## config.mk

```make
export PLATFORM = sky130hd
export DESIGN_NAME = alu_issue_ctrl
export DESIGN_NICKNAME = d
export VERILOG_FILES = /design/src/rtl/alu_pkg.sv /design/src/rtl/alu_issue_ctrl.sv
export SDC_FILE = /design/constraint.sdc
export NUM_CORES = 1
export LEC_CHECK = 0
export BUFFER_PORTS_ARGS = -buffer_cell sky130_fd_sc_hd__buf_2
export CAP_MARGIN = 20
export CORE_MARGIN = 2
export CORE_UTILIZATION = 23
export CTS_CLUSTER_DIAMETER = 60
export DETAILED_ROUTE_END_ITERATION = 7
export PLACE_DENSITY_LB_ADDON = 0.25
export RECOVER_POWER = 25
export SLEW_MARGIN = 10
export SYNTH_ARGS = -nofsm -noshare
export SYNTH_HDL_FRONTEND = slang
export SYNTH_SLANG_ARGS = --single-unit
```

## constraint.sdc

```tcl
create_clock -name clk -period 1.15 [get_ports clk]
set_input_delay 0.23 -clock clk [delete_from_list [all_inputs] [get_ports clk]]
set_output_delay 0.23 -clock clk [all_outputs]
set_load 0.03 [all_outputs]
```

## src/rtl/alu_pkg.sv

```systemverilog
// Shared definitions for the ALU issue stage: data width default, opcode
// encodings understood by the downstream ALU, and the issue FSM states.
package alu_pkg;

   localparam int ALU_WIDTH = 4;
   localparam int ALU_SEL_W = 3;

   localparam logic [2:0] OP_ADD  = 3'b000;
   localparam logic [2:0] OP_SUB  = 3'b001;
   localparam logic [2:0] OP_AND  = 3'b010;
   localparam logic [2:0] OP_OR   = 3'b011;
   localparam logic [2:0] OP_XOR  = 3'b100;
   // Highest legal opcode; anything above it is reported as illegal.
   localparam logic [2:0] OP_LAST = 3'b100;

   typedef enum logic [1:0] {
      ST_IDLE = 2'b00,
      ST_EXEC = 2'b01,
      ST_DONE = 2'b10
   } issue_state_t;

endpackage

```

## src/rtl/alu_issue_ctrl.sv

```systemverilog
// Issue stage in front of the combinational ALU. Registers one command onto
// the ALU inputs, captures the ALU result one cycle later, keeps a running
// accumulator and offers the result downstream.
//
// Handshakes: a transfer happens on a rising edge where valid && ready are
// both high. The producer holds valid and its payload stable until that edge;
// ready may be raised or lowered at any time and is never a function of the
// producer's own valid. Here cmd_ready depends combinationally on res_ready,
// so a finished result and the next command can swap on the same edge.
module alu_issue_ctrl
   import alu_pkg::*;
#(
   parameter int WIDTH = ALU_WIDTH,
   parameter int SEL_W = ALU_SEL_W,
   parameter int CNT_W = 8
) (
   input  logic             clk,
   input  logic             rst_n,
   input  logic             cmd_valid,
   output logic             cmd_ready,
   input  logic [SEL_W-1:0] cmd_sel,
   input  logic [WIDTH-1:0] cmd_a,
   input  logic [WIDTH-1:0] cmd_b,
   input  logic             cmd_use_acc,
   output logic [WIDTH-1:0] alu_a,
   output logic [WIDTH-1:0] alu_b,
   output logic [SEL_W-1:0] alu_sel,
   input  logic [WIDTH-1:0] alu_result,
   output logic             res_valid,
   input  logic             res_ready,
   output logic [WIDTH-1:0] res_data,
   output logic             res_zero,
   output logic             res_illegal,
   output logic [WIDTH-1:0] acc,
   output logic [CNT_W-1:0] op_count,
   output logic [1:0]       dbg_state_o
);

   issue_state_t     state_q, state_d;
   logic             cmd_ready_c;
   logic             accept;
   logic             exec_done;
   logic             res_taken;
   logic             sel_illegal;

   logic [WIDTH-1:0] alu_a_q, alu_b_q;
   logic [SEL_W-1:0] alu_sel_q;
   logic             res_valid_q, res_zero_q, res_illegal_q;
   logic [WIDTH-1:0] res_data_q;
   logic [WIDTH-1:0] acc_q;
   logic [CNT_W-1:0] op_count_q;

   assign accept      = cmd_valid && cmd_ready_c;
   assign exec_done   = (state_q == ST_EXEC);
   assign res_taken   = (state_q == ST_DONE) && res_ready;
   assign sel_illegal = (alu_sel_q > SEL_W'(OP_LAST));

   // Next-state and command-ready decode for the issue FSM.
   always_comb begin
      state_d     = state_q;
      cmd_ready_c = 1'b0;
      case (state_q)
         ST_IDLE: begin
            cmd_ready_c = 1'b1;
            if (cmd_valid) state_d = ST_EXEC;
         end
         ST_EXEC: begin
            state_d = ST_DONE;
         end
         ST_DONE: begin
            if (res_ready) begin
               cmd_ready_c = 1'b1;
               state_d     = cmd_valid ? ST_EXEC : ST_IDLE;
            end
         end
         default: begin
            state_d = ST_IDLE;
         end
      endcase
   end

   // FSM state register.
   always_ff @(posedge clk) begin
      if (!rst_n) state_q <= ST_IDLE;
      else        state_q <= state_d;
   end

   // Operand/opcode registers: loaded only on an accepted command, held otherwise.
   always_ff @(posedge clk) begin
      if (!rst_n) begin
         alu_a_q   <= '0;
         alu_b_q   <= '0;
         alu_sel_q <= '0;
      end else if (accept) begin
         alu_a_q   <= cmd_use_acc ? acc_q : cmd_a;
         alu_b_q   <= cmd_b;
         alu_sel_q <= cmd_sel;
      end
   end

   // Result capture at the end of EXEC; valid drops once downstream takes it.
   always_ff @(posedge clk) begin
      if (!rst_n) begin
         res_valid_q   <= 1'b0;
         res_data_q    <= '0;
         res_zero_q    <= 1'b0;
         res_illegal_q <= 1'b0;
      end else if (exec_done) begin
         res_valid_q   <= 1'b1;
         res_data_q    <= alu_result;
         res_zero_q    <= (alu_result == '0);
         res_illegal_q <= sel_illegal;
      end else if (res_taken) begin
         res_valid_q   <= 1'b0;
      end
   end

   // Accumulator follows legal results as soon as they are produced, so a
   // command accepted while the result is still in DONE already chains on it.
   always_ff @(posedge clk) begin
      if (!rst_n)                        acc_q <= '0;
      else if (exec_done && !sel_illegal) acc_q <= alu_result;
   end

   // Count of results handed downstream; wraps naturally.
   always_ff @(posedge clk) begin
      if (!rst_n)         op_count_q <= '0;
      else if (res_taken) op_count_q <= op_count_q + CNT_W'(1);
   end

   assign cmd_ready   = cmd_ready_c;
   assign alu_a       = alu_a_q;
   assign alu_b       = alu_b_q;
   assign alu_sel     = alu_sel_q;
   assign res_valid   = res_valid_q;
   assign res_data    = res_data_q;
   assign res_zero    = res_zero_q;
   assign res_illegal = res_illegal_q;
   assign acc         = acc_q;
   assign op_count    = op_count_q;
   assign dbg_state_o = state_q;

endmodule

```

* Word level (Yosys, flattened, before mapping) *
Cells that the tools add are included.

storage, ports and cells
  register bits after elaboration = 32
  bits of input ports = 20
  output and inout bits = 33
  logic and storage cells = 33

cells by class
  add/subtract/negate cells = 1
  order comparisons = 1
  equality and inequality tests = 4
  mux-type cells = 9
  reductions and logical operators = 8

operators with widths
  cell                                                              number
  8-bit by 1-bit adder with 8-bit output (second input constant)    1
  2-bit one-hot mux with 3 select lines                             1
  4-bit zero test                                                   1
  1-bit 2-to-1 mux                                                  4
  2-bit 2-to-1 mux                                                  2
  4-bit 2-to-1 mux                                                  1
  2-bit != test (second input constant)                             2
  3-bit > comparator (second input constant)                        1
  1-bit logical AND                                                 3
  2-bit by 1-bit == test with 1-bit output (second input constant)  1
  2-bit == test (second input constant)                             1
  2-bit zero test                                                   1
  1-bit one-hot mux with 2 select lines                             1
  2-bit AND reduction                                               1
  2-bit nonzero test                                                1
  1-bit zero test                                                   1

* Longest topological paths before layout *
  word-level depth = 4
  mapped depth = 5
  mapped depth without buffers = 4

* Least setup slack after synthesis *
No wires, ideal clock.

  path kind = reg-to-reg
  from = reg state_q[1], in the netlist dbg_state_o[1]
  to = reg alu_a_q[0], in the netlist alu_a[0]
  library setup time = 0.159 ns
  arrival = 1.484 ns
  data required time = 0.991 ns
  path slack = -0.493 ns
  stages on the path, launching flop included = 5
  buffers on the path = 1
  clock period less this slack = 1.643 ns
  path through = dfxtp_1 > nor2b_1 > buf_2 > nor2_1 > a311oi_1

on the way
  word-level cells in the longest chain between the ends = 3
  elaborated cells on any way between the ends = 4
  classes of those cells = eq/ne: 1; mux: 1; reduce/logical: 2

RTL lines
  element                                                  RTL line              text
  start: declaration                                       alu_issue_ctrl.sv:39  issue_state_t state_q, state_d;
  start signal: assignment                                 alu_issue_ctrl.sv:85  else state_q <= state_d;
  2-bit == test / 2-bit zero test (equally long branches)  alu_issue_ctrl.sv:62  case (state_q)
  1-bit one-hot mux with 2 select lines *                  alu_issue_ctrl.sv:62
  net cmd_ready                                            alu_issue_ctrl.sv:20  output logic cmd_ready,
  1-bit logical AND *                                      alu_issue_ctrl.sv:53  assign accept = cmd_valid && cmd_ready_c;
  end signal: assignment                                   alu_issue_ctrl.sv:95  alu_a_q <= cmd_use_acc ? acc_q : cmd_a;
  end: declaration                                         alu_issue_ctrl.sv:46  logic [WIDTH-1:0] alu_a_q, alu_b_q;

Mark *: on every way through the listed nets, which the timed path passes. The rest lies on a longest branch.
A chain may end at the register's enable or synchronous reset.

* Worst setup path in the final report *
  from = reg state_q[0], in the netlist dbg_state_o[0]
  to = out cmd_ready

on the way
  word-level cells in the longest chain between the ends = 2
  elaborated cells on any way between the ends = 3
  classes of those cells = eq/ne: 1; mux: 1; reduce/logical: 1

RTL lines
  element                                                  RTL line
  2-bit == test / 2-bit zero test (equally long branches)  alu_issue_ctrl.sv:62
  1-bit one-hot mux with 2 select lines *                  alu_issue_ctrl.sv:62
  end: declaration                                         alu_issue_ctrl.sv:20

Mark *: on every way between the ends. The rest lies on a longest branch, timed or not.

==> impl_metrics.env <==
export IMPL_ctsHoldBuffers=0
export IMPL_rows=27
export IMPL_grt_pass1_wl_mm=6.555
export IMPL_grt_pass1_vias=1443
export IMPL_cp_num_buf_inv=2
export IMPL_run_status="complete, but fails checks"
export IMPL_syn_inst=154
export IMPL_hold_path_class="primary input to flop"
export IMPL_antenna_found_initial=0
export IMPL_place_gp_congestion=0.7088
export IMPL_n_antenna_cell=0
export IMPL_drv_cap=0
export IMPL_end_kind="primary output"
export IMPL_ys_ff_latch=32
export IMPL_yosysUniqueCellTypes=29
export IMPL_grt_overflow_total=0
export IMPL_post_route_cell_area_um2=2292
export IMPL_arrival_ps=1050
export IMPL_fin_ws_ps=-129.1
export IMPL_max_clock_path_buffers=2
export IMPL_reg2reg_from="dbg_state_o[1]"
export IMPL_crit_top_cell="buf_6"
export IMPL_core_area_um2=5574
export IMPL_path_cells="buf_6, nor2_4, buf_6"
export IMPL_clkLatencyLatePin_ps=280
export IMPL_synth_nets=175
export IMPL_clock_sinks=32
export IMPL_vdd_drop_max_mv=0.4302
export IMPL_synth_xor_area_share_pct=1.297
export IMPL_switching_share_pct=28.67
export IMPL_synth_async_reset_ratio_pct=0
export IMPL_placed_area_um2=1894
export IMPL_io_buffer_count=52
export IMPL_cpPeakStageDelay_ps=370
export IMPL_critPathSlowestCell="dfxtp_4"
export IMPL_cts_tree="yes"
export IMPL_fin_crit_ps=1279
export IMPL_track_usage_pct=13.03
export IMPL_hold_ws_ps=197.9
export IMPL_seq_area_frac_synth_pct=47.45
export IMPL_dp_hpwl_mm=2.909
export IMPL_chipWidth_um=80.62
export IMPL_vias=1455
export IMPL_power_mw=2.711
export IMPL_dp_cells=288
export IMPL_final_cell_mix="38 x buf_2, 19 x a21oi_1, 19 x dfxtp_1, 19 x buf_4, 16 x nand2_1"
export IMPL_synth_top_family_by_area="compound AO/OA/AOI/OAI gates"
export IMPL_layout_commonest_cell="buf_2"
export IMPL_required_ps=920
export IMPL_path_delay_family="flip-flops"
export IMPL_yosys_area_share_simple_pct=19.46
export IMPL_synth_edff_count=0
export IMPL_start_util_pct=24.22
export IMPL_htreeDepth=2
export IMPL_grt_max_degree=16
export IMPL_clkPwrFrac_pct=36.5
export IMPL_path_class="flop to primary output"
export IMPL_wl_per_cell_um=13.58
export IMPL_seqPwrFrac_pct=44.0
export IMPL_cts_buffers=5
export IMPL_wl_mm=4.127
export IMPL_clock_skew_ps=9.532
export IMPL_fin_crit_sh_pct=111.2
export IMPL_slew_violations=0
export IMPL_drc_errors=0
export IMPL_worst_pin_slew_ps=310.6
export IMPL_synth_mux_area_share_pct=4.449
export IMPL_min_delay_start="cmd_b[0]"
export IMPL_post_place_ws_ps=-86.87
export IMPL_startpoint="dbg_state_o[0]"
export IMPL_p_per_area_nw_per_um2=1183
export IMPL_clkTransAtPathRegs_ps=80
export IMPL_p_comb_share_pct=19.5
export IMPL_netlist_area_um2=1350
export IMPL_violations="negative setup slack"
export IMPL_synthAdderAreaFrac_pct=0.9268
export IMPL_synth_compound_area_share_pct=21.13
export IMPL_rsz0062_at_grt="yes"
export IMPL_final_cells=304
export IMPL_drt_pass1_iter_count=4
export IMPL_timing_fmax_mhz=781.8
export IMPL_slew_headroom_pct=79.16
export IMPL_die_h_um=80.62
export IMPL_ys_flop_type="dfxtp_1"
export IMPL_avgSynthCellArea_um2=8.767
export IMPL_viasPerCell=4.786
export IMPL_drt_initial_drc_count=82
export IMPL_ys_warn_count=0
export IMPL_drive_gt1_share_pct=56.03
export IMPL_die_area_um2=6499
export IMPL_io_pins=53
export IMPL_finalHoldViolCount=0
export IMPL_crit_fanout=6
export IMPL_ant_nets=0
export IMPL_p_leak_nw=0.9560
export IMPL_fin_nets=252
export IMPL_clockRootBuffer="clkbuf_8"
export IMPL_syn2layout_area_growth_pct=69.79
export IMPL_setup_violations=16
export IMPL_nFillCells=592
export IMPL_netSwitchingPower_uw=777.2
export IMPL_critPathLaunchType="flop"
export IMPL_p_int_mw=1.934
[final timing paths]
path                  to  slack [ps]  cells past startpoint
max            cmd_ready        -130                      3
min             alu_b[0]         200                      3
max reg2reg  op_count[3]         -80                      4
min reg2reg     res_zero         450                      2
[worst min-delay path: cells and delay by family]
family                 cells  cell delay [ps]
AOI/OAI and AO/OA          1               50
buffers and inverters      1              100
and+or+nand+nor            1               60
[layer usage]
layer | vias up | share of wire, % | GRT usage [%]
li1 | 721 | - | -
met1 | 693 | 47 | 16.35
met2 | 36 | 45 | 20.75
met3 | 5 | 6.2 | 4.607
met4 | 0 | 1.2 | 4.237
met5 | - | 0 | 0
[kinds of logic (layout without fill, tap and decap cells)]
kind of cell / count (synthesis) / after routing
flops: 32 / 32
simple gates: 48 / 48
xor+xnor: 2 / 2
compound gates: 48 / 48
fa+ha+maj: 1 / 1
buf+inv: 17 / 95
mux: 6 / 6
[Yosys cell counts, types with 2 or more instances]
library cell | instances | area, um^2
a311oi_1 | 4 | 35.03
nand2_1 | 16 | 60.06
nand3_1 | 5 | 25.02
a31oi_1 | 4 | 25.02
nand2b_1 | 2 | 12.51
inv_1 | 4 | 15.01
nor4_1 | 3 | 18.77
clkbuf_1 | 4 | 15.01
o21ai_0 | 7 | 35.03
dfxtp_1 | 32 | 640.6
or4_1 | 2 | 15.01
o31ai_1 | 9 | 67.56
a21oi_1 | 23 | 115.1
nand4_1 | 8 | 50.05
buf_2 | 6 | 30.03
or3_1 | 2 | 12.51
mux2i_1 | 6 | 60.06
nor2_1 | 5 | 18.77
buf_1 | 2 | 7.510
[layout make-up]
type	count	area, um^2	area share, %
sequential	32	669.4	29.20
clock buffer	6	93.84	4.094
clock inverter	2	12.51	0.5459
timing repair buffer	82	603.1	26.31
inverter	5	22.52	0.9825
tap	72	90.09	3.930
multi-input combinational	105	800.8	34.93
[power groups by stage]
stage | Combinational, mW | Clock (mW) | Sequential (mW)
global route | 0.567 | 1.08 | 1.20
finish | 0.528 | 0.990 | 1.19
floorplan | 0.159 | 0 | 1.30
CTS | 0.460 | 1.03 | 1.18
global placement | 0.418 | 0 | 1.21
detailed placement | 0.417 | 0 | 1.21
[metrics by stage]
stage,setup TNS (ps),util [%]
2_1_floorplan,-309.1,-
3_5_place_dp,-472.4,33.98
3_3_place_gp,-261.0,33.98
5_1_grt,-2067,41.12
6_report,-768.4,41.12
4_1_cts,-1539,37.76
[state kept, by name (all words and copies together) (netlist names)]
signal and count:
op_count 8, res_data 4, res_zero 1, dbg_state_o 2
alu_sel 3, res_illegal 1, alu_b 4, res_valid 1
acc 4, alu_a 4
[timing repair]
item / CTS / global route
setup buffers: 8 / 2
setup endpoints to repair: 20 / 35
pin swaps: 4 / 22
cloned: 0 / 0
gates resized for setup: 17 / 44
(Power assumes the default switching activity.)
